File: src/rtl/spi_slave.sv
// Byte-wide SPI slave: oversamples sclk/ss/mosi on clk, supports all CPOL/CPHA modes, MSB first.
// Received bytes appear on mosi_dataout with rx_valid; tx_buf is shifted out on miso.
//
// state | meaning
// IDLE  | waiting for ss to fall
// LOAD  | latch mode, load tx_shift from tx_buf
// SHIFT | sampling mosi / shifting miso on detected sclk edges
// DONE  | byte complete, reload tx_shift for a possible next byte
module spi_slave #(
  parameter int DATA_W = 8
) (
  input  logic              clk,
  input  logic              reset,
  input  logic              sclk,
  input  logic              ss,
  input  logic              mosi,
  input  logic              cpol,
  input  logic              cpha,
  input  logic [DATA_W-1:0] datain,
  input  logic              write,
  output logic              miso,
  output logic [DATA_W-1:0] mosi_dataout,
  output logic              rx_valid,
  output logic              busy,
  output logic [2:0]        stateout
);

  localparam int CNT_W = $clog2(DATA_W + 1);

  typedef enum logic [2:0] {
    IDLE  = 3'b000,
    LOAD  = 3'b001,
    SHIFT = 3'b010,
    DONE  = 3'b011
  } state_t;

  state_t state, state_nxt;

  logic sclk_m, sclk_s, sclk_d;
  logic ss_m, ss_s, ss_d;
  logic mosi_m, mosi_s;
  logic cpol_l, cpha_l;

  logic [DATA_W-1:0] tx_buf;
  logic [DATA_W-1:0] tx_shift;
  logic [DATA_W-1:0] rx_shift;
  logic [CNT_W-1:0]  bit_cnt;

  logic lead_edge, trail_edge, sample_edge, shift_edge;
  logic ss_fall, last_bit;

  always_ff @(posedge clk) begin
    if (reset) begin
      sclk_m <= 1'b0;
      sclk_s <= 1'b0;
      sclk_d <= 1'b0;
      ss_m   <= 1'b0;
      ss_s   <= 1'b0;
      ss_d   <= 1'b0;
      mosi_m <= 1'b0;
      mosi_s <= 1'b0;
    end else begin
      sclk_m <= sclk;
      sclk_s <= sclk_m;
      sclk_d <= sclk_s;
      ss_m   <= ss;
      ss_s   <= ss_m;
      ss_d   <= ss_s;
      mosi_m <= mosi;
      mosi_s <= mosi_m;
    end
  end

  // Edges are defined relative to the idle level, so one decode serves all four modes.
  assign lead_edge   = (sclk_d == cpol_l) && (sclk_s != cpol_l);
  assign trail_edge  = (sclk_d != cpol_l) && (sclk_s == cpol_l);
  assign sample_edge = cpha_l ? trail_edge : lead_edge;
  assign shift_edge  = cpha_l ? lead_edge  : trail_edge;
  assign ss_fall     = ss_d && !ss_s;
  assign last_bit    = (bit_cnt == CNT_W'(DATA_W - 1));

  always_ff @(posedge clk) begin
    if (reset) begin
      state <= IDLE;
    end else begin
      state <= state_nxt;
    end
  end

  always_comb begin
    state_nxt = state;
    case (state)
      IDLE:    if (ss_fall) state_nxt = LOAD;
      LOAD:    state_nxt = SHIFT;
      SHIFT: begin
        if (ss_s)                          state_nxt = IDLE;
        else if (sample_edge && last_bit)  state_nxt = DONE;
      end
      DONE:    state_nxt = ss_s ? IDLE : SHIFT;
      default: state_nxt = IDLE;
    endcase
  end

  always_ff @(posedge clk) begin
    if (reset) begin
      cpol_l       <= 1'b0;
      cpha_l       <= 1'b0;
      tx_buf       <= '0;
      tx_shift     <= '0;
      rx_shift     <= '0;
      bit_cnt      <= '0;
      mosi_dataout <= '0;
    end else begin
      if (write) tx_buf <= datain;
      case (state)
        LOAD: begin
          cpol_l   <= cpol;
          cpha_l   <= cpha;
          tx_shift <= tx_buf;
          bit_cnt  <= '0;
        end
        SHIFT: begin
          if (!ss_s) begin
            if (sample_edge) begin
              rx_shift <= {rx_shift[DATA_W-2:0], mosi_s};
              bit_cnt  <= bit_cnt + CNT_W'(1);
              // Publish the completed byte so it is valid during the DONE strobe.
              if (last_bit) mosi_dataout <= {rx_shift[DATA_W-2:0], mosi_s};
            end else if (shift_edge && (bit_cnt != '0)) begin
              tx_shift <= tx_shift << 1;
            end
          end
        end
        DONE: begin
          tx_shift <= tx_buf;
          bit_cnt  <= '0;
        end
        default: ;
      endcase
    end
  end

  assign miso     = ss_s ? 1'b0 : tx_shift[DATA_W-1];
  assign rx_valid = (state == DONE);
  assign busy     = (state != IDLE);
  assign stateout = state;

endmodule

File: config.mk
export PLATFORM = sky130hd
export DESIGN_NAME = spi_slave
export DESIGN_NICKNAME = d
export VERILOG_FILES = /design/src/rtl/spi_slave.sv
export SDC_FILE = /design/constraint.sdc
export NUM_CORES = 1
export LEC_CHECK = 0
export BUFFER_PORTS_ARGS = -buffer_cell sky130_fd_sc_hd__buf_4
export CORE_MARGIN = 2
export CORE_UTILIZATION = 50
export DETAILED_ROUTE_END_ITERATION = 12
export GPL_ROUTABILITY_DRIVEN = 1
export PLACE_DENSITY_LB_ADDON = 0.1
export SLEW_MARGIN = 20
export SYNTH_ARGS = -nofsm -noshare
export SYNTH_HDL_FRONTEND = slang
export SYNTH_SLANG_ARGS = --single-unit
File: constraint.sdc
create_clock -name clk -period 1.7 [get_ports clk]
set_clock_uncertainty 0.15 [all_clocks]
set_input_delay 0.085 -clock clk [delete_from_list [all_inputs] [get_ports clk]]
set_output_delay 0.085 -clock clk [all_outputs]
set_load 0.02 [all_outputs]
[After elaboration in Yosys (flattened, before gate mapping)]
Cells that the tools add are included.
Word-level totals
  ROM bits: 0
  memories kept: 0
  input port bits: 16
  word-level logic and storage cells: 63
  memory bits (writable): 0
  register bits: 48
  latch bits: 0
  output and inout bits: 14
Operators by class
  div/mod/pow operators: 0
  muxes and demuxes: 15
  $lt $le $gt $ge: 0
  shift operators: 0
  eq/ne operators: 14
  multiply operators: 0
  bitwise gates (word level): 1
  reduce and logical (&&, ||, !) cells: 16
  add/sub/neg operators: 1
Operators with widths (count)
  8-bit 2-to-1 mux: 3
  8-bit case mux with 2 select lines: 1
  3-bit case mux with 4 select lines: 1
  2-bit inequality test, second input constant: 5
  3-bit 2-to-1 mux: 3
  4-bit 2-to-1 mux: 2
  4-bit case mux with 2 select lines: 1
  4-bit AND reduction: 2
  3-bit by 2-bit == test with 1-bit output, second input constant: 2
  3-bit AND reduction: 2
  1-bit logical AND: 5
  4-bit by 1-bit adder with 4-bit output, second input constant: 1
  4-bit by 3-bit == test with 1-bit output, second input constant: 1
  4-bit nonzero test: 1
  3-bit by 1-bit == test with 1-bit output, second input constant: 1
  3-bit logical NOT: 1
  1-bit 2-to-1 mux: 3
  3-bit inequality test, second input constant: 1
  3-bit nonzero test: 1
  1-bit == test: 2
  2-bit 2-to-1 mux: 1
  1-bit inequality test: 2
  2-bit AND reduction: 1
  2-bit nonzero test: 1
  3 further kinds: 3

[Logic depth before layout (Yosys ltp)]
Gate-level depths: netlist of the first run.
  depth after elaboration: 8
  depth in mapped cells: 7

[Worst setup path after synthesis of the first run]
OpenSTA, ideal clock, no wires.
  path kind: reg2reg
  from: register bit_cnt[0]
  to: register tx_shift[6]
  data required time: 1.463 ns
  stages on the path, launching flop included: 8
  period minus slack after synthesis: 1.821 ns
  slack: -0.121 ns
  buffers on the path: 1
  arrival time: 1.584 ns
  cells stage by stage: dfxtp_1 -> inv_1 -> ha_1 -> or3b_2 -> o211ai_1 -> clkbuf_1 -> nor2_1 -> o31ai_1
Between the ends
  cells in the longest elaborated chain, start to end: 4
Ends and longest elaborated chain
  from (decl): line 47  | logic [CNT_W-1:0] bit_cnt;
  from (signal assigned): line 126  | bit_cnt <= bit_cnt + CNT_W'(1);
  4-bit nonzero test: line 129  | end else if (shift_edge && (bit_cnt != '0)) begin
  1-bit logical AND: line 129
  2-bit inequality test (no source line)
  4-bit AND reduction (no source line)
  to (signal assigned): line 119  | tx_shift <= tx_buf;
  to (signal assigned): line 130  | tx_shift <= tx_shift << 1;
  to (signal assigned): line 135  | tx_shift <= tx_buf;
  to (decl): line 45  | logic [DATA_W-1:0] tx_shift;
Every way passes these cells.
A chain may end at the register's enable or synchronous reset.

[Worst setup path after layout of the first run]
  from: register bit_cnt[0]
  to: register tx_shift[7]
The elaborated chain is that of the path after synthesis.

==> results of run 1 <==
[timing repair]
item,4_1_cts,5_1_grt
cloned,1,0
endpoints found under the setup margin,20,28
resized for setup,16,15
buffers inserted,6,2
pin swaps,12,8
hold buffers,13,0
hold endpoints to repair,13,0
[power groups by stage]
stage / Combinational, mW / Sequential [mW] / Clock, mW
6_report: 0.158 / 1.14 / 0.814
5_1_grt: 0.171 / 1.14 / 0.882
4_1_cts: 0.155 / 1.14 / 0.832
3_5_place_dp: 0.123 / 1.16 / 0
3_3_place_gp: 0.118 / 1.16 / 0
2_1_floorplan: 0.0769 / 1.16 / 0
[flip-flops by register name (all words and copies together), names as in the netlist]
name / flops
mosi_dataout: 8
tx_buf: 8
tx_shift: 8
rx_shift: 7
bit_cnt: 4
stateout: 2
cpha_l: 1
cpol_l: 1
mosi_m: 1
mosi_s: 1
sclk_d: 1
sclk_m: 1
sclk_s: 1
ss_d: 1
ss_m: 1
ss_s: 1
[area by class of cell]
cell class | count | area [sq um] | area share (%)
multi-input cells | 138 | 1110 | 40.1
flip-flops and latches | 47 | 946 | 34.1
repair buffers | 63 | 531 | 19.1
clock buffers | 5 | 68.8 | 2.48
well taps | 50 | 62.6 | 2.26
clock inverters | 3 | 43.8 | 1.58
inverters | 3 | 11.3 | 0.406
[layer usage]
metal | track usage, % | vias to the layer above | part of all wire (%)
met1 | 26.4 | 753 | 47
met4 | 8.16 | 0 | 2.2
met5 | 0 | - | 0
li1 | - | 814 | -
met2 | 32.1 | 36 | 47
met3 | 5.67 | 10 | 3.8
[critical path, cell delays in order (launching register included)]
cell and delay [ps]:
sky130_fd_sc_hd__dfxtp_2 350, sky130_fd_sc_hd__inv_2 50, sky130_fd_sc_hd__ha_4 150, sky130_fd_sc_hd__or3b_4 220, sky130_fd_sc_hd__o211ai_1 120, sky130_fd_sc_hd__buf_4 170
sky130_fd_sc_hd__or4_4 410, sky130_fd_sc_hd__o31ai_2 70
[cell usage after synthesis, drive strengths merged (2+ instances only)]
| cell type | n | area share (%) |
|---|---|---|
| o31ai | 3 | 1.1 |
| and2b | 3 | 1.1 |
| dfxtp | 47 | 46 |
| inv | 3 | 0.55 |
| or4 | 4 | 1.5 |
| o21ai | 7 | 1.7 |
| ha | 2 | 1.2 |
| nand3 | 3 | 0.74 |
| or2 | 2 | 0.62 |
| mux2i | 35 | 17 |
| clkbuf | 10 | 1.8 |
| nor2 | 14 | 2.6 |
| nor3 | 2 | 0.74 |
| buf | 4 | 1.1 |
| nand2b | 17 | 5.2 |
| nand2 | 6 | 1.1 |
| mux2 | 6 | 3.3 |
| a21oi | 8 | 2.0 |
| nor2b | 10 | 3.1 |
| or3 | 5 | 1.5 |
[path summary, 6_finish.rpt]
kind | end | cells past startpoint | slack [ps]
min reg2reg | ss_s | 1 | 300
max | tx_shift[7] | 7 | -70
min | tx_buf[3] | 3 | 2
max reg2reg | tx_shift[7] | 7 | -70
[cell families after synthesis]
logic type,synth area share [%]
AOI/OAI and AO/OA,6.72
xor gates and xnor gates,0.802
DFF,46.4
and+or+nand+nor,20.4
buffers and inverters,3.51
muxes,20.8
other,0.185
adders and majority gates,1.23
[metrics by stage]
| stage | utilization (%) | worst slack, ps | hold slack, ps | setup TNS (ps) | power (mW) |
|---|---|---|---|---|---|
| floorplan | - | -5.08 | 63.2 | -20.2 | 1.23 |
| global placement | 59.8 | -109 | 147 | -659 | 1.28 |
| detailed placement | 59.8 | -157 | 158 | -1400 | 1.28 |
| CTS | 68.6 | -71.0 | 5.39 | -499 | 2.12 |
| global route | 70.4 | -141 | 20.3 | -1510 | 2.19 |
| finish | 70.4 | -71.5 | 1.59 | -385 | 2.11 |
==> summary by stage, run 1 <==
Synthesis
The number of nets handed over by synthesis was 220. The number of different library cells used by synthesis comes to 34. The post-synthesis sequential area ratio is approximately 46%. For this run, the number of Yosys warnings is 0. In the synthesized netlist the dominant register cell turns out to be sky130_fd_sc_hd__dfxtp_1.

The gate count after technology mapping is 202. The per-instance average area after synthesis is approximately 10 sq um. The post-synthesis instance area is between 2000 and 2500 sq um. Counting flops with an async set or reset pin after synthesis yields a share of 0%. The number of flops mapped to enable cells by yosys is 0. Synthesis inferred 47 register bits.

Drt
The detailed router placed 1613 vias in this run. In the routed design, unresolved DRC markers number 0. The total wirelength of the detailed-routed design is roughly 4300 um. The remaining antenna violation count after routing is 0. The pre-antenna-repair detailed-routing pass consisted of 4 iterations. The number of violations reported at the end of detailed-routing iteration 0 is 62.

In the final routed layout, each cell accounts on average for 13.8 um. The detail-routed via count per cell is 5.22.

STA
The worst setup margin is -71.5 ps. For the finished layout, the period the worst path requires is between 1500 and 2000 ps. The final setup violation count is 11. In the finished design, the share of the clock period the worst path needs comes to 104%. Setup repair after global routing could not meet its margin everywhere. The count of endpoints failing hold in the final timing report is 0.

The fmax is 565 MHz. The final-report max-slew violation count is 0.

Global routing
The global-route usage over all layers is around a fifth. Entering global routing, the biggest net connects 48 pins. The global-route wire length before repair is 6930 um.

The via count of the first global-routing pass was about 1500. The number of antenna violations at the first check in global routing was 0. The total global routing overflow is 0.

Clocking
The cell sitting at the root of the clock tree is a sky130_fd_sc_hd__clkbuf_8. The clock sink count is 47. The clock passes through at most 2 buffers.

The number of buffers inserted during clock tree synthesis is 5. TritonCTS built the clock tree. The clock transition time at the flip-flop clock pins of the worst setup and hold paths is roughly 90 ps. At the later pin of the worst-skew pair, clock insertion delay measures roughly 300 ps. In this run the number of H-tree levels came out at 2.

Job
The tool flagged a number of max-cap violations equal to 0.

Worst setup path
STA classifies the critical path endpoint as a flip-flop. The nature of the critical path startpoint is a flip-flop. The launching element of the worst setup path is bit_cnt[0]. The arrival time reported for the critical path endpoint is roughly 1800 ps. The startpoint of the worst register-to-register path is bit_cnt[0]. The critical path is of the reg -> reg type.

Data on the critical path is required at its endpoint by 1760 ps. The peak fanout along the critical path is 3.

Placed design
The total instance count after detailed placement is about 280. The cell area after placement is 2360 sq um. The count of input and output buffers is 28.

At the end of routability-driven placement, the weighted congestion stood at 0.755. The half-perimeter wire length after detailed placement is roughly 2700 um.

Power and ir drop
For this design the ratio of total power to cell area is 760 nW/um^2. Per report_power, the combinational group accounts for 7.5% of the total. The switching part of the total power is a little over a fifth.

The clock network fraction of total power is between 30 and 40%. The part of the power in registers is 53.9%. The internal power component is roughly 1.6 mW. The analysis attributes to net switching a power of ~460 uW. The leakage power is about 1.1 nW. The worst vdd rail ir drop is about 0.61 mV.

Layout
In the layout the commonest cells are 44 x sky130_fd_sc_hd__buf_4, 43 x sky130_fd_sc_hd__dfxtp_1, 34 x sky130_fd_sc_hd__mux2i_1. After the last flow step, the layout net total stands at around 280. The number of fill cells in the layout is about 310. The post-route netlist has about 34% of its cells at a drive strength greater than 1. After the flow finishes, the layout carries non-filler instances totaling roughly 310.

0 antenna diodes ended up in the layout. The design area is about 2800 sq um. The most common cell after layout, fill and taps aside is sky130_fd_sc_hd__buf_4. Relative to the synthesized area, the layout overhead comes to 36.7%.

Floorplanning
The number of rows created at floorplan is 23. In this run the vertical extent of the chip is 67.7 um. The floorplan step defined a die boundary enclosing approximately 4600 sq um. The die is 67.7 um wide. The placeable core region is between 3000 and 4000 sq um. 30 I/O pins were placed. The starting density of the core is 51.5%.

Hold path
The worst hold path begins at write. The tightest min-delay check is of the in -> reg type.

Run status
The final reports fail on negative setup slack. The run finished, with violations left.
Power figures use the tool's default switching activity.
==> inputs of run 2 (changes only) <==
CORE_MARGIN = 3   (was 2)
PLACE_DENSITY = 0.74   (was not set)
PLACE_DENSITY_LB_ADDON = not set   (was 0.1)
==> summary by stage, run 2 (synthesized netlist as in run 1, its figures left out) <==
Clocking
The H-tree generated during clock tree synthesis spans 2 levels. The maximum number of buffers from clock root to sink is 2. The clock drives 47 sinks. The CTS tree is done.

After clock tree synthesis, the clock-pin slew on the worst setup and hold paths is 90 ps. The cell at the root of the clock tree is sky130_fd_sc_hd__clkbuf_8. The number of clock buffers added by TritonCTS is 5. Clock latency on the worst-skew pair, taken at its later pin, is roughly 300 ps.

Worst setup path
The type of the worst setup path is reg -> reg. The top cell family by delay on the critical path is simple AND/OR/NAND/NOR gates. STA classifies the critical path startpoint as a flip-flop. The peak fanout along the critical path is 5. The worst path required time is 1790 ps. The arrival time reported for the critical path endpoint is 1950 ps.

The slowest stage of the critical path is the sky130_fd_sc_hd__or3_1 cell. The critical path contains buffers and inverters numbering 2 combined. On the worst path, the slowest cell contributes a delay of between 300 and 400 ps. The critical path goes through inv_2 -> ha_2 -> or3b_4 -> o211ai_1 -> buf_4 -> or3_1 -> a21oi_2. STA classifies the critical path endpoint as a flip-flop.

Global routing
The number of antenna violations at the first check in global routing is 0. The via count of the first global-routing pass is between 1500 and 2000. The global-route usage over all layers is about a fifth. Summed over all layers, the global routing overflow is 0. The maximum number of pins on one net before global-route repair is 48. The global-route wire length before repair is ~7400 um.

Power and ir drop
The leakage power is between 1 and 1.5 nW. The analysis attributes to net switching a power of ~450 uW. The switching part of the total power is 22.2%.

The power density over cell area is slightly above 700 nW/um^2. Sequential cells burn about 56% of the power. The worst vdd rail ir drop is ~0.6 mV. The internal power component is 1.59 mW.

The relative contribution of combinational cells to total power is under 10%. Per report_power, the clock group accounts for 36.0% of the total.

Drt
The detailed router placed around 1700 vias in this run. The remaining antenna violation count after routing is 0. The number of violations reported at the end of detailed-routing iteration 0 is approximately 110. The number of iterations in the first detailed-routing pass is 4. The detail-routed via count per cell is 5.37. The routed design has between 4000 and 5000 um of wire. In the routed design, unresolved DRC markers number 0. The average wire per cell in the routed design is 14.8 um.

Layout
The design area is between 2000 and 3000 sq um. The final net count is approximately 280. In the final layout, the share of cells above drive strength 1 is a little under two fifths.

The antenna diode count is 0. Once layout is complete, the utilization of the core stands at roughly 74%. Summing all multi-input logic gate instances after layout gives between 1000 and 1500 sq um. Relative to the synthesized area, the layout overhead comes to 38.8%. The library cell used most frequently in the layout, excluding fill and tap cells, is sky130_fd_sc_hd__buf_4.

The filler cells instantiated in the layout total between 200 and 250. In the final layout, the registers with the most flip-flops are mosi_dataout (8), tx_buf (8), tx_shift (8). Leaving out fill and tap cells, the most frequent cells in the layout are 47 x sky130_fd_sc_hd__buf_4, 42 x sky130_fd_sc_hd__dfxtp_1, 34 x sky130_fd_sc_hd__mux2i_1.

Registers take between 900 and 1000 sq um.

STA
The worst setup margin is -165 ps. Setup repair after global routing could not meet its margin everywhere. Setup total negative slack on the finished layout was measured at -1020 ps. The final critical delay including setup and external delays is about 1900 ps.

The final-report max-slew violation count is 0. The share of the cycle needed by the critical path after routing is 110%. Based on the critical path, the design can be clocked at up to ~540 MHz. The final setup violation count is 16. The count of endpoints failing hold in the final timing report is 0.

Floorplanning
In this run the horizontal extent of the chip is 69.7 um. The die covers slightly below 5000 sq um. Pin placement for this block handled 30 I/O pins. The number of rows created at floorplan is 22. The starting density of the core is between 50% and 60%. The vertical extent of the die is 69.7 um.

After floorplanning, the core was sized to cover ~3800 sq um.

Placed design
After detailed placement, the total cell area comes to approximately 2400 sq um. The count of input and output buffers is 28. The weighted congestion reported at the end of routability-driven placement is ~0.80. The minimum setup slack after placement is -165 ps.

The half-perimeter wire length after detailed placement is between 2000 and 3000 um.

Run status
The final reports fail on negative setup slack. The flow ran to the end, but the final reports show violations.

Hold path
The type of the most critical hold path is in -> reg.

Job
The tool flagged a number of max-cap violations equal to 0.
-- run 2: changes by cell type in the layout (fill, tap and decap cells not counted), moves of 2 or more --
cell / before / now
sky130_fd_sc_hd__buf_4: 44 / 47
sky130_fd_sc_hd__o21ai_0: 4 / 1
sky130_fd_sc_hd__a21oi_1: 6 / 4
sky130_fd_sc_hd__a21oi_2: 2 / 4
sky130_fd_sc_hd__clkbuf_8: 5 / 7
sky130_fd_sc_hd__dlygate4sd3_1: 13 / 15
sky130_fd_sc_hd__o21ai_1: 2 / 4
sky130_fd_sc_hd__o31ai_1: 1 / 3
sky130_fd_sc_hd__o31ai_2: 2 / 0
-- run 2: power by group through the flow --
stage | registers (mW) | logic (mW) | clock network (mW)
final | 1.14 | 0.169 | 0.735
after global routing | 1.14 | 0.184 | 0.792
after CTS | 1.13 | 0.158 | 0.746
after detailed placement | 1.16 | 0.123 | 0
after global placement | 1.16 | 0.118 | 0
after floorplan | 1.16 | 0.0769 | 0
-- run 2: stage by stage --
step	power, mW	hold WS, ps	cells
after floorplan	1.23	63.2	202
after global placement	1.28	149	279
after detailed placement	1.28	153	279
after CTS	2.04	1.19	307
after global routing	2.11	11.2	312
final	2.04	0.472	312
-- run 2: metal layers --
layer  GRT usage (%)  share of wire (%)
met4            8.51                1.8
met3            4.78                3.6
met5               0                  0
met1            22.6                 44
met2            31.1                 51
-- run 2: tightest hold or removal path, stage by stage --
cell and delay [ps]:
sky130_fd_sc_hd__buf_4 170, sky130_fd_sc_hd__mux2i_1 100, sky130_fd_sc_hd__nor2_1 70
-- run 2: what timing repair did --
item / CTS / global route
pin swaps: 6 / 12
endpoints found under the hold margin: 13 / 0
setup endpoints to repair: 21 / 26
resized for setup: 9 / 28
setup buffers: 4 / 5
hold buffers: 15 / 0
cloned: 1 / 0
-- run 2: final cells by class --
class	instances	area share [%]
repair buffers	68	20.6
clock buffers	7	3.42
clock inverters	1	0.267
inverters	3	0.400
multi-input cells	138	39.6
well taps	48	2.13
flip-flops and latches	47	33.6
-- run 2: final timing paths --
path | from | endpoint | slack (ps) | depth (start not counted)
max | bit_cnt[0] | tx_shift[4] | -160 | 7
min | write | tx_buf[1] | 0.5 | 3
max reg2reg | bit_cnt[0] | tx_shift[4] | -160 | 7
min reg2reg | sclk_m | sclk_s | 290 | 1
==> inputs of run 3 (changes only) <==
PLACE_DENSITY = 0.71   (was 0.74)
==> summary by stage, run 3 (synthesized netlist as in run 1, its figures left out) <==
Placed design
The half-perimeter wire length after detailed placement is approximately 2700 um. Prior to clock tree synthesis, the placed netlist has a worst setup slack of -132 ps. Buffers placed on the I/O ports in this run total 28.

The congestion estimate from routability-driven global placement came to between 0.7 and 0.8. In this run, placement finished with an instance count of 279.

Clocking
The cell at the root of the clock tree is sky130_fd_sc_hd__clkbuf_8. No sink is reached through more buffers than the 2 on the longest clock path. The number of levels in the clock H-tree is 2. Buffers inserted during clock tree synthesis total 5. TritonCTS built the clock tree.

The clock transition time at the flip-flop clock pins of the worst setup and hold paths is about 80 ps. The clock reaches the later pin of the worst-skew pair after 290 ps. Counting every sink on the clock net gives 47.

STA
After layout, the worst path uses 109% of the clock period. The final setup violation count is 11. For this run, the top clock speed supported by timing is approximately 540 MHz.

The final-report max-slew violation count came to 0. The final critical delay including setup and external delays is approximately 1800 ps. Setup slack on the critical path of the routed design comes to -145 ps. The aggregate negative setup slack is -621 ps. Setup repair after global routing could not meet its margin everywhere. The count of endpoints failing hold in the final timing report is 0. The worst hold slack after final layout is about 13 ps.

Drt
The number of vias in the routed layout is between 1500 and 2000. The number of iterations in the first detailed-routing pass is 4. The number of violations reported at the end of detailed-routing iteration 0 is 85. Summed over all layers, the routed wires come to between 4000 and 5000 um. The detail-routed via count per cell is between 5 and 6. In the routed design, unresolved DRC markers number 0.

The detail route stage leaves a number of antenna-violating nets equal to 0. In the final routed layout, each cell accounts on average for 14.6 um.

Layout
The repair_antennas step left the layout with diodes totalling 0. Once layout is complete, the cells apart from fillers number approximately 300. The final net count is 276. The number of fill cells in the layout is 280. Cells with a size suffix above 1 make up between 30% and 40% of the layout. The area growth from synthesis to layout is 37.7%.

Leaving out fill and tap cells, the most frequent cells in the layout are 45 x sky130_fd_sc_hd__buf_4, 42 x sky130_fd_sc_hd__dfxtp_1, 34 x sky130_fd_sc_hd__mux2i_1. Cells fill about three quarters of the core in the end. The most common cell after layout, fill and taps aside is sky130_fd_sc_hd__buf_4. In the final layout, the registers with the most flip-flops are mosi_dataout (8), tx_buf (8), tx_shift (8).

Global routing
The via count of the first global-routing pass came to around 1600. After global routing the overflow that remains totals 0. The first global-routing pass estimated just over 7000 um of wire. Global routing consumed, over all layers together, between 10% and 20% of the routing resources. The number of antenna violations at the first check in global routing came to 0. The maximum number of pins on one net before global-route repair is between 40 and 50.

Power and ir drop
The leakage power is 1.10 nW. The worst-case IR drop observed on VDD is ~0.83 mV. For this design the ratio of total power to cell area is roughly 800 nW/um^2.

Job
The number of max-cap violations is 0.

Run status
The flow ran to the end, but the final reports show violations. The checks that failed: negative setup slack.

Worst setup path
The endpoint type of the worst setup path is a flip-flop. Data on the critical path is required at its endpoint by around 1800 ps. Along the worst path, the maximum fanout reaches 11. The nature of the critical path startpoint is a flip-flop.

At the worst endpoint, the arrival time is between 1500 and 2000 ps. The critical path is of the reg -> reg type.

Floorplanning
The number of rows created at floorplan is 22. The vertical extent of the die is 69.7 um. The horizontal die dimension is between 60 and 70 um.

30 I/O pins were placed. The starting density of the core is a little over half. The floorplan step defined a die boundary enclosing 4860 sq um. The core region is 3800 sq um.

Hold path
The tightest min-delay check is of the in -> reg type.
==> run 3: routing by layer <==
metal  vias to the layer above  track usage [%]  wire length [um]
li1                        809                -                 -
met1                       770             24.3              2020
met2                        44             27.4              2160
met3                        10             3.91               209
met4                         0             6.38                79
met5                         -                0                 0
==> run 3: power breakdown <==
| group | switching [mW] | internal [mW] |
|---|---|---|
| clock network | 0.362 | 0.588 |
| logic | 0.0697 | 0.0924 |
| registers | 0.0151 | 1.12 |
==> run 3: final timing paths <==
| check | startpoint | to | slack [ps] | cells past startpoint |
|---|---|---|---|---|
| setup / recovery | cpha_l | tx_shift[7] | -150 | 4 |
| hold / removal | write | tx_buf[3] | 10 | 3 |
| setup reg to reg | cpha_l | tx_shift[7] | -150 | 4 |
| hold reg to reg | sclk_m | sclk_s | 290 | 1 |
==> run 3: timing repair <==
action | CTS | global route
setup buffers | 3 | 4
gates resized for setup | 8 | 21
endpoints found under the setup margin | 21 | 28
pin swaps | 4 | 8
endpoints found under the hold margin | 13 | 0
hold buffers | 13 | 0
gates cloned | 0 | 0
==> run 3: critical path: stages, from the launching register on <==
cell and delay (ps):
sky130_fd_sc_hd__dfxtp_4 370, sky130_fd_sc_hd__xnor2_4 220, sky130_fd_sc_hd__mux2_4 380, sky130_fd_sc_hd__or4_1 540, sky130_fd_sc_hd__o31ai_1 100
==> run 3: metrics by stage <==
stage               total power, mW  area [sq um]
CTS                            2.25          2680
finish                         2.25          2790
floorplan                      1.23          2040
detailed placement             1.28          2360
global route                   2.33          2790
global placement               1.28          2360
==> run 3: area by class of cell <==
cell class                 count  area [sq um]  area share [%]
clock buffer                   6          72.6            2.60
sequential                    47           952            34.1
multi-input combinational    138          1110            39.9
tap                           48          60.1            2.15
timing repair buffer          63           524            18.8
clock inverter                 2          60.1            2.15
inverter                       3          11.3           0.403
